[config.mk]
export PLATFORM = sky130hd
export DESIGN_NAME = byte_mem_loader
export DESIGN_NICKNAME = d
export VERILOG_FILES = /design/src/rtl/byte_mem_loader.sv
export SDC_FILE = /design/constraint.sdc
export NUM_CORES = 1
export LEC_CHECK = 0
export CAP_MARGIN = 20
export CELL_PAD_IN_SITES_DETAIL_PLACEMENT = 0
export CELL_PAD_IN_SITES_GLOBAL_PLACEMENT = 2
export CORE_UTILIZATION = 31
export DETAILED_ROUTE_END_ITERATION = 8
export PLACE_DENSITY_LB_ADDON = 0.12
export REMOVE_ABC_BUFFERS = 1
export SLEW_MARGIN = 20
export SYNTH_ARGS = -nofsm -noshare
export SYNTH_HDL_FRONTEND = slang
export SYNTH_SLANG_ARGS = --single-unit
[constraint.sdc]
create_clock -name clk -period 3.8 [get_ports clk]
set_clock_uncertainty 0.2 [all_clocks]
set_input_delay 0.76 -clock clk [delete_from_list [all_inputs] [get_ports clk]]
set_output_delay 0.76 -clock clk [all_outputs]
set_load 0.02 [all_outputs]
[src/rtl/byte_mem_loader.sv]
// byte_mem_loader: fill stage for a byte-wide block-RAM store.
// An optional pre-clear writes FILL_VAL to every address. A valid/ready byte
// stream is then written to consecutive addresses starting at 0. The stored
// word count and an overflow flag are reported. Beats beyond DEPTH are drained
// and discarded until s_last is seen.
module byte_mem_loader #(
    parameter int                DATA_W   = 8,
    parameter int                DEPTH    = 1024,
    parameter int                ADDR_W   = 10,
    parameter logic [DATA_W-1:0] FILL_VAL = 8'hAA
) (
    input  logic              clk,
    input  logic              rst,
    input  logic              start,
    input  logic              clear_mode,
    input  logic              s_valid,
    input  logic [DATA_W-1:0] s_data,
    input  logic              s_last,
    output logic              s_ready,
    output logic              mem_we,
    output logic [ADDR_W-1:0] mem_addr,
    output logic [DATA_W-1:0] mem_wdata,
    output logic              busy,
    output logic              done,
    output logic [ADDR_W:0]   word_count,
    output logic              overflow
);

    localparam logic [ADDR_W:0]   DEPTH_CNT = (ADDR_W+1)'(DEPTH);
    localparam logic [ADDR_W:0]   LAST_CNT  = (ADDR_W+1)'(DEPTH - 1);
    localparam logic [ADDR_W-1:0] LAST_ADDR = ADDR_W'(DEPTH - 1);

    typedef enum logic [2:0] {
        S_IDLE,
        S_CLEAR,
        S_LOAD,
        S_DRAIN,
        S_DONE
    } state_t;

    state_t state_reg;
    state_t state_next;
    logic   accept;

    // State register; reset returns to IDLE from any state.
    always_ff @(posedge clk) begin
        if (!rst) begin
            state_reg <= S_IDLE;
        end else begin
            state_reg <= state_next;
        end
    end

    // Next-state decode and the combinational handshake/status outputs.
    always_comb begin
        state_next = state_reg;
        s_ready    = 1'b0;
        busy       = 1'b0;
        done       = 1'b0;
        accept     = 1'b0;
        case (state_reg)
            S_IDLE: begin
                if (start) begin
                    state_next = clear_mode ? S_CLEAR : S_LOAD;
                end
            end
            S_CLEAR: begin
                busy = 1'b1;
                // mem_addr tracks the clear write currently on the bus.
                if (mem_addr == LAST_ADDR) begin
                    state_next = S_LOAD;
                end
            end
            S_LOAD: begin
                busy    = 1'b1;
                s_ready = (word_count < DEPTH_CNT);
                accept  = s_valid & s_ready;
                if (accept) begin
                    if (s_last) begin
                        state_next = S_DONE;
                    end else if (word_count == LAST_CNT) begin
                        state_next = S_DRAIN;
                    end
                end
            end
            S_DRAIN: begin
                busy    = 1'b1;
                s_ready = 1'b1;
                accept  = s_valid;
                if (s_valid && s_last) begin
                    state_next = S_DONE;
                end
            end
            S_DONE: begin
                done       = 1'b1;
                state_next = S_IDLE;
            end
            default: begin
                state_next = S_IDLE;
            end
        endcase
    end

    // Registered memory write port, word counter and sticky overflow flag.
    always_ff @(posedge clk) begin
        if (!rst) begin
            mem_we     <= 1'b0;
            mem_addr   <= '0;
            mem_wdata  <= '0;
            word_count <= '0;
            overflow   <= 1'b0;
        end else begin
            mem_we <= 1'b0;
            case (state_reg)
                S_IDLE: begin
                    if (start) begin
                        word_count <= '0;
                        overflow   <= 1'b0;
                        // The first clear write goes out in the cycle right
                        // after start, so it is issued from IDLE.
                        if (clear_mode) begin
                            mem_we    <= 1'b1;
                            mem_addr  <= '0;
                            mem_wdata <= FILL_VAL;
                        end
                    end
                end
                S_CLEAR: begin
                    if (mem_addr != LAST_ADDR) begin
                        mem_we    <= 1'b1;
                        mem_addr  <= mem_addr + 1'b1;
                        mem_wdata <= FILL_VAL;
                    end
                end
                S_LOAD: begin
                    if (accept) begin
                        mem_we     <= 1'b1;
                        mem_addr   <= word_count[ADDR_W-1:0];
                        mem_wdata  <= s_data;
                        word_count <= word_count + 1'b1;
                        if (!s_last && word_count == LAST_CNT) begin
                            overflow <= 1'b1;
                        end
                    end
                end
                default: begin
                end
            endcase
        end
    end

endmodule

==> results of run 1 <==
==> per-stage QoR <==
| stage | total power (W) | utilization, % | instances |
|---|---|---|---|
| after floorplan | 0.000993 | - | 200 |
| after global placement | 0.00132 | 41.8 | 322 |
| after detailed placement | 0.00131 | 41.8 | 322 |
| after CTS | 0.00159 | 43.3 | 330 |
| after global routing | 0.00168 | 43.3 | 330 |
| final | 0.00157 | 43.3 | 330 |
==> worst min path at each step <==
stage                         to  cells after the start
finish              mem_wdata[6]                      2
global route        mem_wdata[4]                      2
CTS                 mem_wdata[6]                      2
detailed placement  mem_wdata[6]                      2
global placement    mem_wdata[0]                      2
floorplan           mem_wdata[0]                      2
==> metal layers <==
metal / track usage [%] / up-vias / routed length, um
met5: 0 / - / 0
met4: 4.91 / 0 / 42
met3: 3.89 / 6 / 193
met2: 26.8 / 34 / 2340
met1: 23.4 / 843 / 2430
li1: - / 853 / -
==> area by class of cell <==
cell class                      instances  area (um2)  area share [%]
Timing Repair Buffer                   50         493            20.2
Clock inverter                          2        13.8           0.563
Clock buffer                            6        72.6            2.97
Multi-Input combinational cell        160        1070            43.8
Sequential cell                        34         681            27.9
Tap cell                               72        90.1            3.69
Inverter                                6        22.5           0.922
==> worst reg2reg max path, cell delays in order (launching register included) <==
cell	delay [ps]
dfxtp_1	670
or2b_2	390
nor2_2	620
a32o_1	220
nand2_1	50
a21boi_0	150
==> cell usage in the layout (no fill, tap or decap), types with 3 or more instances in the layout <==
| cell type | n |
|---|---|
| nor2_1 | 23 |
| inv_1 | 6 |
| nor3_1 | 3 |
| clkbuf_8 | 5 |
| dfxtp_1 | 34 |
| xor2_1 | 8 |
| buf_4 | 3 |
| nand3b_1 | 6 |
| and3_1 | 6 |
| clkdlybuf4s50_1 | 47 |
| o211a_1 | 6 |
| a221oi_1 | 5 |
| nand3_1 | 15 |
| a21oi_1 | 10 |
| a21boi_1 | 5 |
| xnor2_1 | 6 |
| nand2_1 | 18 |
| o21ai_0 | 8 |
==> synth_stat cells (2+ instances only) <==
library cell   n  area (um2)
dfxtp_1       34         681
nor2_1        23        86.3
nand2_1       18        67.6
nand3_1       15        75.1
a21oi_1       10        50.1
o21ai_0        8        40.0
xor2_1         8        70.1
and3_1         6        37.5
inv_1          6        22.5
nand3b_1       6        45.0
o211a_1        6        60.1
xnor2_1        6        52.6
a21boi_1       5        37.5
a221oi_1       5        43.8
buf_6          5        56.3
clkbuf_1       3        11.3
nor3_1         3        15.0
a21boi_0       2        15.0
a221oi_2       2        30.0
and2_1         2        12.5
ha_1           2        25.0
mux2i_1        2        20.0
nand4_1        2        12.5
nor2b_1        2        12.5
nor3_2         2        20.0
nor4_1         2        12.5
o211ai_1       2        15.0
==> cell families after synthesis <==
family / after synthesis
xor gates and xnor gates: 14
DFF: 34
adders and majority gates: 2
AOI/OAI and AO/OA: 48
muxes: 2
buffers and inverters: 17
and+or+nand+nor: 94
==> power groups by stage <==
stage,Combinational [W],Clock (W),Sequential (W)
after floorplan,0.000372,0,0.000620
after global placement,0.000757,0,0.000565
after detailed placement,0.000750,0,0.000564
after CTS,0.000752,0.000282,0.000557
after global routing,0.000811,0.000299,0.000572
final,0.000741,0.000275,0.000558
==> flow_summary.toml, run 1 <==
[sta]
max-slew-margin-rel_pct = 46.7
setup_violations = 0
drv_slew = 0
setup_slack_ps = 746
worstMarginPinSlew_ps = 799
rsz0062_at_grt = "false"
finalCriticalPeriod_ps = 3050
hold_viol = 0
finalCritPeriodShare_pct = 80.4
fin_tns_setup_ps = 0
max_freq_mhz = 327
fin_hold_ws_ps = 262

[setup_path]
reg2reg_to = "mem_addr[2]"
ff2ff_path_depth = 5
cp_num_cells = 3
endpoint = "s_ready"
r2r_slack_ps = 1440
slowest_stage = "dfxtp_1"
setup.worst_path.start_class = "register"
cp.required_ps = 2840
cp.arrival_ps = 2090
crit_chain = "or2b_2 -> a21oi_1 -> clkdlybuf4s50_1"
worstSetupPathType = "reg -> out"
cpPeakStageDelay_ps = 670
critPathCaptureType = "primary output"
worst-path-buf-inv = 1
critPathLaunch = "state_reg[1]"
r2r_start = "state_reg[1]"
cp_top_family = "flip-flops"
worstPathMaxFanout = 15

[global_route]
antenna_found_initial = 0
track_usage_pct = 17.2
grt_first_pass_wirelength_um = 8260
grt_pass1_vias = 1660
grt_max_degree = 20
grt_overflow = 0

[finish]
final_area_mm2 = 0.00244
top_register = "word_count"
antenna_cells = 0
final_layout_size_suffix_gt1_share_pct = 10.5
fill_cells = 574
top_regs = "word_count x11, mem_addr x10, mem_wdata x8"
area_growth_pct = 31.1
final_nets = 273
largest_register_ffs = 11

[clocking]
clk_path_buf_depth = 2
cts_hold_buf = 0
cts_setup_buffers = 0
cts_resized = 0
cts.sinks = 34
cts_root_buf = "clkbuf_8"
htree_levels = 2
cts.clk_slew.worst_paths_ps = 80
clkLatencyLatePin_ps = 290
cts_tree = "yes"
cts_buffers = 5

[hold_path]
min_from = "mem_wdata[6]"
hold_path_class = "reg -> reg"

[power]
leakagePower_nw = 0.935
pwr-share-seq_pct = 35.4
power_frac_comb_pct = 47.1
internal-power_w = 0.000898
peakVddDrop_uv = 283
power.density_mw_per_mm2 = 644
p_sw_w = 0.000675
netSwitchingFraction_pct = 42.9
clockPowerShare_pct = 17.5

[place]
pre_cts_ws_ps = 845
hpwl_um = 3620
gp_congestion = 0.725
port_buffers = 47
placed_area_mm2 = 0.00236

[yosys]
yosysWarnings = 0
yosysSeqAreaShare_pct = 36.5
synth-simple-area-share_pct = 28.7
syn_area_mm2 = 0.00186
synth_compound_area_share_pct = 19.8
syn_inst = 211
synth_flop_cell = "dfxtp_1"
synth.distinct_cells = 51
synth_edf_count = 0
synth_mux_area_share_pct = 1.07
syn_avg_cell_area_um2 = 8.84
synth_xor_area_share_pct = 6.58
async_flop_share_pct = 0
synthAdderAreaFrac_pct = 1.34
ys_ff_latch = 34
synth_top_family_by_area = "simple AND/OR/NAND/NOR gates"

[route]
ant_nets = 0
route.detailed.drc = 0
vias = 1736
wirelength_um = 5010
routedWlPerCell_um = 15.2
first_iter_violations = 76
routed_via_density = 5.26
first_pass_iters = 4

[floorplan]
initial_core_util_pct = 33.0
ios = 48
die_w_um = 79.6
coreArea_mm2 = 0.00564
row_count = 27
die-area_mm2 = 0.00633
die_h_um = 79.6

[run]
cap_violations = 0

[run_status]
status = "finished clean"
Power figures use the tool's default switching activity.
==> inputs of run 2 (changes only) <==
--- a/config.mk
+++ b/config.mk
@@ -8,7 +8,7 @@
 export CAP_MARGIN = 20
 export CELL_PAD_IN_SITES_DETAIL_PLACEMENT = 0
 export CELL_PAD_IN_SITES_GLOBAL_PLACEMENT = 2
-export CORE_UTILIZATION = 31
+export CORE_UTILIZATION = 28
 export DETAILED_ROUTE_END_ITERATION = 8
 export PLACE_DENSITY_LB_ADDON = 0.12
 export REMOVE_ABC_BUFFERS = 1
==> constraint.sdc (replaced) <==
create_clock -name clk -period 3 [get_ports clk]
set_clock_uncertainty 0.2 [all_clocks]
set_input_delay 0.6 -clock clk [delete_from_list [all_inputs] [get_ports clk]]
set_output_delay 0.6 -clock clk [all_outputs]
set_load 0.02 [all_outputs]
==> run 2 against run 1 <==
  * Clock power increased by 27%
  * Via count decreased by 1.7%
  * Sequential cell count unchanged
  * Final area increased by 1.9%
  * Sequential power increased by 22%
  * Sequential share of layout area decreased by 0.53 points
  * Final cell count increased by 3.0%
  * Core utilization decreased by 4.3 points
  * Critical endpoint unchanged
  * Largest power group unchanged
==> flow_summary.toml, run 2 (synthesis results as in run 1) <==
[finish]
top_register = "word_count"
area_growth_pct = 33.6
final_layout_size_suffix_gt1_share_pct = 12.5
top_regs = "word_count x11, mem_addr x10, mem_wdata x8"
mostFrequentLayoutCells = "clkdlybuf4s50_1, dfxtp_1, nor2_1"
final_common_cell = "clkdlybuf4s50_1"
final_nets = 278
largest_register_ffs = 11
antenna_cells = 0

[place]
port_buffers = 47
gp_congestion = 0.704
hpwl_um = 3760
pre_cts_ws_ps = 353

[setup_path]
r2r_start = "state_reg[0]"
critPathLaunch = "state_reg[0]"
setup.worst_path.start_class = "register"
worstSetupPathType = "reg -> out"
cp.required_ps = 2200
slowest_stage = "dfxtp_1"
worst-path-buf-inv = 2
cp.arrival_ps = 1870
cpPeakStageDelay_ps = 620
worstPathMaxFanout = 12
critPathCaptureType = "primary output"
crit_chain = "inv_1 -> a21oi_1 -> clkdlybuf4s50_1"
cp_top_family = "buffers and inverters"

[floorplan]
die_w_um = 83.6
coreArea_mm2 = 0.00639
row_count = 29
initial_core_util_pct = 29.2
die-area_mm2 = 0.00699
die_h_um = 83.6
ios = 48

[hold_path]
hold_path_class = "reg -> reg"
min_from = "mem_wdata[4]"

[sta]
hold_viol = 0
worstMarginPinSlew_ps = 828
setup_violations = 0
setup_slack_ps = 332
max-slew-margin-rel_pct = 44.7
rsz0062_at_grt = "false"
drv_slew = 0
fin_tns_setup_ps = 0
finalCritPeriodShare_pct = 88.9
max_freq_mhz = 375
finalCriticalPeriod_ps = 2670

[clocking]
cts_resized = 0
cts.clk_slew.worst_paths_ps = 80
clkLatencyLatePin_ps = 290
cts.sinks = 34
cts_root_buf = "clkbuf_8"
cts_hold_buf = 0
htree_levels = 2
cts_setup_buffers = 0
cts_tree = "yes"
clk_path_buf_depth = 2
cts_buffers = 5

[power]
power.density_mw_per_mm2 = 815
clockPowerShare_pct = 17.2
power_frac_comb_pct = 49.2
netSwitchingFraction_pct = 43.0
leakagePower_nw = 0.959
peakVddDrop_uv = 378
p_sw_w = 0.000873
pwr-share-seq_pct = 33.5
internal-power_w = 0.00116

[run_status]
status = "finished clean"

[global_route]
grt_max_degree = 18
antenna_found_initial = 0
grt_first_pass_wirelength_um = 8600
track_usage_pct = 15.4
met3_usage_pct = 3.17
grt_overflow = 0
globalRoute.busiestLayer = "met2"
met2_usage_pct = 23.9
use_met1_pct = 21.8
grt_pass1_vias = 1657

[route]
route.detailed.drc = 0
ant_nets = 0
routedWlPerCell_um = 15.2
wirelength_um = 5160
routed_via_density = 5.02
vias = 1707
first_iter_violations = 55
first_pass_iters = 4

[run]
cap_violations = 0
-- run 2: changes by cell type in the layout (fill, tap and decap cells not counted) --
cell	previous run	this run
buf_4	3	8
clkbuf_1	1	0
clkinvlp_4	0	1
-- run 2: worst paths after layout --
path                   to  slack, ps  cells past startpoint
min          mem_wdata[4]        260                      2
max reg2reg   mem_addr[5]        670                      5
max               s_ready        330                      3
min reg2reg  mem_wdata[4]        260                      2
-- run 2: tightest hold or removal path, cell delays in order (launching register included) --
cell and delay, ps:
dfxtp_1 320, nand2_1 50, a21boi_1 50
-- run 2: per-stage QoR --
stage / power, W / std cells / utilization, % / hold slack (ps) / area, um2
after global routing: 0.00219 / 340 / 39.0 / 290 / 2490
final: 0.00203 / 340 / 39.0 / 259 / 2490
after floorplan: 0.00126 / 200 / - / 329 / 1770
after global placement: 0.00171 / 332 / 37.6 / 250 / 2400
after CTS: 0.00206 / 340 / 39.0 / 266 / 2490
after detailed placement: 0.00169 / 332 / 37.6 / 253 / 2400
-- run 2: metal layers --
layer,wire length (um),vias to the layer above
met1,2620,815
met5,0,-
met2,2350,31
li1,-,859
met3,166,2
met4,25,0
-- run 2: area by class of cell --
cell class / count / area (um2)
sequential: 34 / 681
clock inverter: 3 / 21.3
inverter: 6 / 22.5
timing repair buffer: 55 / 531
multi-input combinational: 160 / 1070
clock buffer: 5 / 68.8
tap: 77 / 96.3
fill: 681 / 3890
-- run 2: power by group through the flow --
stage / Combinational [W] / Clock, W / Sequential [W]
detailed placement: 0.00101 / 0 / 0.000688
CTS: 0.00101 / 0.000366 / 0.000680
finish: 0.00100 / 0.000350 / 0.000681
global placement: 0.00101 / 0 / 0.000694
floorplan: 0.000472 / 0 / 0.000786
global route: 0.00109 / 0.000393 / 0.000704
==> RTL change: new RTL, settings of run 2 <==
Register the output `word_count` once more, with the module's reset; this adds one clock of latency there. The other outputs are not delayed to match.
--- a/src/rtl/byte_mem_loader.sv
+++ b/src/rtl/byte_mem_loader.sv
@@ -39,4 +39,6 @@
     } state_t;
 
+    logic [ADDR_W:0] word_count_s0;
+
     state_t state_reg;
     state_t state_next;
@@ -74,10 +76,10 @@
             S_LOAD: begin
                 busy    = 1'b1;
-                s_ready = (word_count < DEPTH_CNT);
+                s_ready = (word_count_s0 < DEPTH_CNT);
                 accept  = s_valid & s_ready;
                 if (accept) begin
                     if (s_last) begin
                         state_next = S_DONE;
-                    end else if (word_count == LAST_CNT) begin
+                    end else if (word_count_s0 == LAST_CNT) begin
                         state_next = S_DRAIN;
                     end
@@ -108,5 +110,5 @@
             mem_addr   <= '0;
             mem_wdata  <= '0;
-            word_count <= '0;
+            word_count_s0 <= '0;
             overflow   <= 1'b0;
         end else begin
@@ -115,5 +117,5 @@
                 S_IDLE: begin
                     if (start) begin
-                        word_count <= '0;
+                        word_count_s0 <= '0;
                         overflow   <= 1'b0;
                         // The first clear write goes out in the cycle right
@@ -136,8 +138,8 @@
                     if (accept) begin
                         mem_we     <= 1'b1;
-                        mem_addr   <= word_count[ADDR_W-1:0];
+                        mem_addr   <= word_count_s0[ADDR_W-1:0];
                         mem_wdata  <= s_data;
-                        word_count <= word_count + 1'b1;
-                        if (!s_last && word_count == LAST_CNT) begin
+                        word_count_s0 <= word_count_s0 + 1'b1;
+                        if (!s_last && word_count_s0 == LAST_CNT) begin
                             overflow <= 1'b1;
                         end
@@ -150,4 +152,12 @@
     end
 
+    always_ff @(posedge clk) begin
+        if (!rst) begin
+            word_count <= '0;
+        end else begin
+            word_count <= word_count_s0;
+        end
+    end
+
 endmodule
 
Check against the original RTL: not equivalent (Yosys sat finds a counterexample within 4 cycles, from zero or initial values and one cycle with rst low).
==> RTL change against run 2 <==
Area after synthesis is 13% higher; worst setup slack better by 0.0014 ns; power is 7.9% higher; sequential power is 16% higher; non-clock buffer count is 4 lower; sequential cell count is 11 higher; maximum frequency hardly changed; die area is 13% higher; final area is 12% higher; core utilization is 0.66 points lower; routed wire length is 7.8% higher; largest cell class unchanged; highest routed layer unchanged.
==> RTL change: results (changes against run 2) <==
Run status -> finished clean (unchanged)
Fin Hold WS -> 0.2761 ns (was 0.2593 ns)
Leak -> 0.9546 nW (was 0.9594 nW)
Commonest cells post-synth -> dfxtp_1 (45), nor2_1 (24), nand2_1 (18), a21oi_1 (15), and2_1 (15) (was dfxtp_1 (34), nor2_1 (23), nand2_1 (18), nand3_1 (15), a21oi_1 (10))
Final Hold Violating Endpoints -> 0 (unchanged)
Starting DRT DRC Count -> 71 (was 55)
Avg WL per Cell -> 14.39 um (was 15.19 um)
Reg clk slew, reported paths -> 0.09 ns
Clock latency on the worst-skew pair -> 0.30 ns
Post-CTS Repair Setup Buffers -> 0 (unchanged)
RD Place Congestion -> 0.7375 (was 0.7040)
Synth top area cells -> dfxtp_1 (43%), and2_1 (4.4%), nor2_1 (4.3%) (was dfxtp_1 (37%), nor2_1 (4.6%), nand3_1 (4.0%))
Cts bufs inserted -> 5 (unchanged)
HPWL Detailed -> 3693 um (was 3756 um)
Max-slew headroom -> 53.61% (was 44.74%)
Regs by FF count -> word_count (11), word_count_s0 (11), mem_addr (10) (was word_count (11), mem_addr (10), mem_wdata (8))
Fin nets -> 303 (was 278)
Worst R2R Start -> state_reg[0]$_SDFFE_PN0P_ (unchanged)
Vias in the first global route -> 1822 (was 1657)
Reg2reg setup slack -> 0.57 ns (was 0.67 ns)
Global-route wire length before repair -> 9225 um (was 8597 um)
Largest net degree at the start of global routing -> 41 (was 18)
Number of distinct library cells after synthesis -> 47 (was 51)
Root Buffer -> clkbuf_8 (unchanged)
Hold Startpoint -> mem_wdata[4]$_SDFFE_PN0P_ (unchanged)
Post-synthesis sequential area ratio -> 42.68% (was 36.51%)
Post-CTS resize count -> 0 (unchanged)
Fraction of registers with async set/reset -> 0% (unchanged)
DR vias/cell -> 4.796 (was 5.021)
Synth Warn # -> 0 (unchanged)
Crit-path max FO -> 15 (was 12)
Critical Path Source -> state_reg[1]$_SDFFE_PN0P_ (was state_reg[0]$_SDFFE_PN0P_)
GRT Total Usage -> 15.44% (was 15.36%)
Antenna Cells -> 0 (unchanged)
Crit path arrival time -> 1.87 ns (about the same)
Share of layout cells above drive strength 1 -> 6.944% (was 12.55%)
Max VDD drop -> 0.3116 mV (was 0.3777 mV)
DR pass1 iterations -> 4 (unchanged)
# H-tree levels -> 2 (unchanged)
Worst Hold Class -> reg -> reg (unchanged)
Initial antenna violation count -> 0 (unchanged)
Port Buf Inserts -> 47 (unchanged)
Maximum root-to-sink buffer count -> 2 (unchanged)
-- RTL change: cell count changes after synthesis, sizes merged, moves of 3 or more --
| cell | change |
|---|---|
| and2 | +13 |
| a221oi | -4 |
| nor4 | -4 |
| o211a | -4 |
| or4 | +3 |
| nand3 | -3 |
| xor2 | -8 |
| a31oi | +4 |
| a21oi | +5 |
| dfxtp | +11 |
| nor3 | +6 |
| nand3b | -7 |
| nor3b | +10 |
-- RTL change: area by class of cell --
cell class	count	area (sq um)
fill	775	4472
multi-input combinational	179	1110
inverter	5	18.77
timing repair buffer	51	513.0
sequential	45	900.9
clock buffer	5	68.82
clock inverter	3	46.29
tap	99	123.9
-- RTL change: path summary, 6_finish.rpt --
check,endpoint,depth (start not counted)
max,s_ready,3
min,mem_wdata[4]$_SDFFE_PN0P_,2
min reg2reg,mem_wdata[4]$_SDFFE_PN0P_,2
max reg2reg,mem_addr[0]$_SDFFE_PN0P_,6
-- RTL change: logic make-up (layout without fill, tap and decap cells) --
group,after synthesis,count (layout),synth area share [%]
compound gates,52,52,16.48
xor+xnor,8,8,3.320
fa+ha+maj,2,2,1.185
buf+inv,18,64,4.741
flops,45,45,42.68
mux,1,1,0.4742
simple gates,116,116,31.12
-- RTL change: power by group --
group / internal [mW] / switching, mW
clock: 0.250 / 0.228
sequential: 0.677 / 0.113
combinational: 0.388 / 0.537
-- RTL change: through the flow --
| stage | utilization, % | cells | instance area, sq um | power [mW] | worst slack, ns |
|---|---|---|---|---|---|
| finish | 38.35 | 387 | 2781 | 2.192 | 0.3334 |
| global route | 38.35 | 387 | 2781 | 2.356 | 0.1519 |
| CTS | 38.35 | 387 | 2781 | 2.214 | 0.3121 |
| detailed placement | 36.76 | 379 | 2666 | 1.727 | 0.2578 |
| global placement | 36.76 | 379 | 2666 | 1.740 | 0.2787 |
| floorplan | - | 229 | 2029 | 1.339 | 0.8272 |
-- RTL change: per-layer routing --
layer / GRT usage [%] / routed length, um
met1: 21.57 / 2833
met2: 23.85 / 2423
met3: 3.265 / 258
met4: 4.399 / 53
met5: 0 / 0
-- RTL change: worst max-delay path, cell delays in order, from the launching register on --
cell	delay, ns
dfxtp_1	0.68
nand2b_1	0.14
a21oi_1	0.13
clkdlybuf4s50_1	0.61
